**config.mk**
```make
export PLATFORM = sky130hd
export DESIGN_NAME = i2s_tx
export DESIGN_NICKNAME = d
export VERILOG_FILES = /design/src/rtl/i2s_tx.sv
export SDC_FILE = /design/constraint.sdc
export NUM_CORES = 1
export LEC_CHECK = 0
export CAP_MARGIN = 20
export CORE_MARGIN = 3
export CORE_UTILIZATION = 44
export DETAILED_ROUTE_END_ITERATION = 10
export PLACE_DENSITY = 0.65
export RECOVER_POWER = 50
export SETUP_SLACK_MARGIN = 0.1
export SLEW_MARGIN = 0
export SYNTH_ARGS = -nofsm -noshare
export SYNTH_HDL_FRONTEND = slang
export SYNTH_SLANG_ARGS = --single-unit
```
**constraint.sdc**
```tcl
create_clock -name sysclk -period 2.5 [get_ports sysclk]
set_input_delay 0.375 -clock sysclk [delete_from_list [all_inputs] [get_ports sysclk]]
set_output_delay 0.375 -clock sysclk [all_outputs]
set_load 0.01 [all_outputs]
```
**src/rtl/i2s_tx.sv**
```systemverilog
// I2S stereo transmitter: generates bclk/lrclk from sysclk, serialises {L,R} MSB first.
// Define I2S_TX_LEFT_JUSTIFIED_EN for left-justified data (no one-slot delay).
module i2s_tx #(
    parameter int W        = 16,
    parameter int BCLK_DIV = 4
) (
    input  logic         sysclk,
    input  logic         rst_n,
    input  logic [W-1:0] sample_l,
    input  logic [W-1:0] sample_r,
    input  logic         sample_valid,
    output logic         sample_ready,
    output logic         i2s_bclk,
    output logic         i2s_lrclk,
    output logic         i2s_sdata,
    output logic         underrun
);

    localparam int FW = 2 * W;
    localparam int DW = (BCLK_DIV > 1) ? $clog2(BCLK_DIV) : 1;
    localparam int BW = $clog2(FW);
    localparam logic [DW-1:0] DIV_MAX = DW'(BCLK_DIV - 1);
    localparam logic [BW-1:0] LAST    = BW'(FW - 1);
    localparam logic [BW-1:0] HALF    = BW'(W);

    typedef enum logic {S_IDLE, S_RUN} state_t;

    state_t          state_q, state_d;
    logic [DW-1:0]   div_cnt_q, div_cnt_d;
    logic [BW-1:0]   bit_cnt_q, bit_cnt_d;
    logic            bclk_q, bclk_d;
    logic            lrclk_q, lrclk_d;
    logic            sdata_q, sdata_d;
    logic [FW-1:0]   hold_q, hold_d;
    logic            hold_full_q, hold_full_d;
    logic [FW-1:0]   shift_q, shift_d;
    logic            underrun_q, underrun_d;
    logic            accept;
    logic            tick;
    logic            fall;

    assign accept = sample_valid && !hold_full_q;
    assign tick   = (div_cnt_q == DIV_MAX);
    assign fall   = (state_q == S_RUN) && tick && bclk_q;

    always_comb begin
        state_d     = state_q;
        div_cnt_d   = div_cnt_q;
        bit_cnt_d   = bit_cnt_q;
        bclk_d      = bclk_q;
        lrclk_d     = lrclk_q;
        sdata_d     = sdata_q;
        hold_d      = hold_q;
        hold_full_d = hold_full_q;
        shift_d     = shift_q;
        underrun_d  = 1'b0;

        if (state_q == S_IDLE) begin
            div_cnt_d = '0;
            bclk_d    = 1'b0;
            lrclk_d   = 1'b0;
            if (accept) begin
                state_d = S_RUN;
            end
        end else begin
            div_cnt_d = tick ? '0 : div_cnt_q + DW'(1);
            if (tick) begin
                bclk_d = ~bclk_q;
            end
            if (fall) begin
                bit_cnt_d = (bit_cnt_q == LAST) ? '0 : bit_cnt_q + BW'(1);
                lrclk_d   = (bit_cnt_d >= HALF);
                if (bit_cnt_q == LAST) begin
                    if (hold_full_q) begin
                        shift_d     = hold_q;
                        hold_full_d = 1'b0;
                    end else begin
                        shift_d    = '0;
                        underrun_d = 1'b1;
                    end
                end else begin
                    shift_d = {shift_q[FW-2:0], 1'b0};
                end
`ifdef I2S_TX_LEFT_JUSTIFIED_EN
                sdata_d = shift_d[FW-1];
`else
                // Old MSB gives the one-slot I2S delay: slot 0 sends previous right LSB.
                sdata_d = shift_q[FW-1];
`endif
            end
        end

        // Load above only fires with holding full, so a same-cycle accept never bypasses.
        if (accept) begin
            hold_d      = {sample_l, sample_r};
            hold_full_d = 1'b1;
        end
    end

    always_ff @(posedge sysclk or negedge rst_n) begin
        if (!rst_n) begin
            state_q     <= S_IDLE;
            div_cnt_q   <= '0;
            bit_cnt_q   <= LAST;
            bclk_q      <= 1'b0;
            lrclk_q     <= 1'b0;
            sdata_q     <= 1'b0;
            hold_q      <= '0;
            hold_full_q <= 1'b0;
            shift_q     <= '0;
            underrun_q  <= 1'b0;
        end else begin
            state_q     <= state_d;
            div_cnt_q   <= div_cnt_d;
            bit_cnt_q   <= bit_cnt_d;
            bclk_q      <= bclk_d;
            lrclk_q     <= lrclk_d;
            sdata_q     <= sdata_d;
            hold_q      <= hold_d;
            hold_full_q <= hold_full_d;
            shift_q     <= shift_d;
            underrun_q  <= underrun_d;
        end
    end

    assign sample_ready = !hold_full_q;
    assign i2s_bclk     = bclk_q;
    assign i2s_lrclk    = lrclk_q;
    assign i2s_sdata    = sdata_q;
    assign underrun     = underrun_q;

endmodule

```
==> flow_metrics.env <==
export IMPL_die_x_um=93.67
export IMPL_swShare=0.3094
export IMPL_p_int_uw=2653
export IMPL_final_nets=341
export IMPL_syn_avg_cell_area_um2=12.81
export IMPL_critPathLaunchType="flip-flop"
export IMPL_antenna_found_initial=0
export IMPL_combPwrFrac=0.222
export IMPL_synth_top_flop_cell="dfrtp_1"
export IMPL_wirelength_um=5912
export IMPL_p_leak_uw=0.001636
export IMPL_skew_ps=8.336
export IMPL_yosys_warnings=0
export IMPL_antenna_cells=0
export IMPL_ctsResizeCount=0
export IMPL_wirelength_met1_um=2782
export IMPL_drt_pre_antenna_iters=4
export IMPL_synth_cells=264
export IMPL_numPortBuffers=39
export IMPL_numCtsBuffers=9
export IMPL_grt_usage=0.1515
export IMPL_final_common_cell="dfrtp_1"
export IMPL_clock_path_buffers=2
export IMPL_yosys_area_top_type="dfrtp_1"
export IMPL_cpPeakStageDelay_ps=570
export IMPL_synth_cell_types=31
export IMPL_grt_pass1_wl_um=10470
export IMPL_cts_tree="yes"
export IMPL_tightestPinTransition_ps=2187
export IMPL_cp_end_kind="flip-flop"
export IMPL_outcome="finished, violations left"
export IMPL_layout_common_cells="dfrtp_1 (72), nor2_1 (62), clkdlybuf4s50_1 (38)"
export IMPL_cap_violations=1
export IMPL_ys_ff_latch=77
export IMPL_die_y_um=93.67
export IMPL_fin_tns_setup_ps=0
export IMPL_ant_nets=0
export IMPL_sequentialPowerShare=0.558
export IMPL_cp_top_family="flip-flops"
export IMPL_cts_hold_buffers=0
export IMPL_syn_area_um2=3382
export IMPL_initial_core_util=0.4589
export IMPL_path_buf_inv=1
export IMPL_vias_per_cell=5.256
export IMPL_placedCellCount=391
export IMPL_drt_iter0_drc=116
export IMPL_met2WireLength_um=2837
export IMPL_place_hpwl_um=3928
export IMPL_synth_area_top_cells="dfrtp_1 (53%), a221oi_2 (13%), mux2_2 (9.0%)"
export IMPL_clock_sinks=77
export IMPL_ctsRootBufferMaster="clkbuf_8"
export IMPL_cp_required_ps=2710
export IMPL_timing_final_hold_violations=0
export IMPL_grt_max_degree=41
export IMPL_vias=2139
export IMPL_p_sw_uw=1188
export IMPL_arrival_ps=2400
export IMPL_ir_drop_mv=0.4558
export IMPL_slowest_stage="dfstp_2"
export IMPL_cp_common_cell="ha_1"
export IMPL_overflow=0
export IMPL_r2r_start="bit_cnt_q[0]"
export IMPL_rsz0062_at_grt="no"
export IMPL_yosysTopAreaCellShare=0.5327
export IMPL_critPathLaunch="bit_cnt_q[0]"
export IMPL_wl_met3_um=186
export IMPL_routabilityCongestion=0.7201
export IMPL_wire_per_inst_um=14.53
export IMPL_power_frac_clock=0.220
export IMPL_total_power_uw=3841
export IMPL_core_um2=7370
export IMPL_path_clk_slew_ps=80
export IMPL_instances_no_fill=407
export IMPL_criticalPathCategory="flip-flop to flip-flop"
export IMPL_period_share=0.8748
export IMPL_hp_class="flip-flop to flip-flop"
export IMPL_powerDensity_nw_per_um2=958.4
export IMPL_worst_path_max_fanout=32
export IMPL_dr_max_layer_used="met4"
export IMPL_first_global_vias=2219
export IMPL_max_slew_margin=-0.4583
export IMPL_path_cells="ha_1 -> and3_1 -> ha_1 -> inv_2 -> a221oi_2 -> nor2_1"
export IMPL_dieArea_um2=8774
export IMPL_post_cts_setup_buffers=0
export IMPL_synth_edff_count=0
export IMPL_clk_latency_ps=330
export IMPL_maxSlewViolCount=40
export IMPL_setup_viol=0
export IMPL_num_rows=31
export IMPL_htreeDepth=3
export IMPL_min_from="div_cnt_q[0]"
export IMPL_drive_above_1_share=0.2922
export IMPL_drc_errors=0
export IMPL_async_flop_share=1.000
export IMPL_io_pins=40
export IMPL_areaGrowthSynthToFinish_pct=18.50
export IMPL_fmax_ghz=0.4573
export IMPL_violations="capacitance limit, slew limit"
export IMPL_synth_seq_area_share=0.5716
export IMPL_syn_num_nets=302
export IMPL_min_period_ps=2187
-- synth_stat cells, drive strengths merged (2+ instances only) --
| cell | count |
|---|---|
| a21o | 2 |
| dfstp | 5 |
| buf | 18 |
| and3 | 3 |
| inv | 2 |
| nand2 | 15 |
| nand3 | 4 |
| a221oi | 30 |
| nor2 | 62 |
| ha | 3 |
| mux2 | 32 |
| dfrtp | 72 |
| and2 | 3 |
| o21ai | 3 |
-- power by group through the flow --
stage	logic, uW	registers [uW]	clock network [uW]
2_1_floorplan	666	2080	0
3_3_place_gp	841	2160	0
3_5_place_dp	872	2170	0
4_1_cts	875	2150	869
5_1_grt	982	2220	931
6_report	855	2140	844
-- state kept, by name, indices dropped and copies added (netlist names) --
register and cells:
bit_cnt_q 5, div_cnt_q 2, hold_full_q 1, hold_q 32, i2s_bclk 1, i2s_lrclk 1
i2s_sdata 1, shift_q 32, state_q 1, underrun 1
-- logic make-up (layout without fill, tap and decap cells) --
family / Yosys count / in the layout / synth area share
buffers and inverters: 21 / 65 / 0.04772
DFF: 77 / 77 / 0.5716
and+or+nand+nor: 92 / 92 / 0.1143
xor gates and xnor gates: 1 / 1 / 0.002590
muxes: 32 / 32 / 0.1065
AOI/OAI and AO/OA: 38 / 38 / 0.1461
adders and majority gates: 3 / 3 / 0.01110
-- cell type report --
class | instances | area, um2
Fill cell | 658 | 3362
Inverter | 2 | 7.507
Timing Repair Buffer | 47 | 469.2
Sequential cell | 77 | 1933
Clock inverter | 4 | 22.52
Clock buffer | 12 | 155.1
Multi-Input combinational cell | 166 | 1296
Tap cell | 99 | 123.9
-- stage by stage --
step / hold slack, ps / setup WS, ps / area [um2] / utilization
4_1_cts: 23.30 / 287.4 / 4011 / 0.5443
3_5_place_dp: 392.2 / 308.7 / 3834 / 0.5202
6_report: 454.2 / 313.0 / 4008 / 0.5438
2_1_floorplan: 79.41 / 694.3 / 3382 / -
5_1_grt: 492.6 / 109.5 / 4008 / 0.5438
3_3_place_gp: 390.5 / 410.9 / 3834 / 0.5202
-- path summary, 6_finish.rpt --
kind                                      to  slack [ps]  cells past startpoint
worst max-delay path              shift_q[7]         310                      6
worst min-delay path            div_cnt_q[0]         450                      1
worst max register to register    shift_q[7]         310                      6
worst min register to register  div_cnt_q[0]         450                      1
max in group asynchronous          i2s_sdata         570                      1
min in group asynchronous         hold_q[16]         680                      1
-- layer usage --
| metal | up-vias | global-route usage |
|---|---|---|
| met1 | 1087 | 0.2071 |
| met5 | - | 0 |
| met3 | 9 | 0.02885 |
| met4 | 0 | 0.05776 |
| met2 | 34 | 0.2406 |
| li1 | 1009 | - |
(Power assumes the default switching activity.)
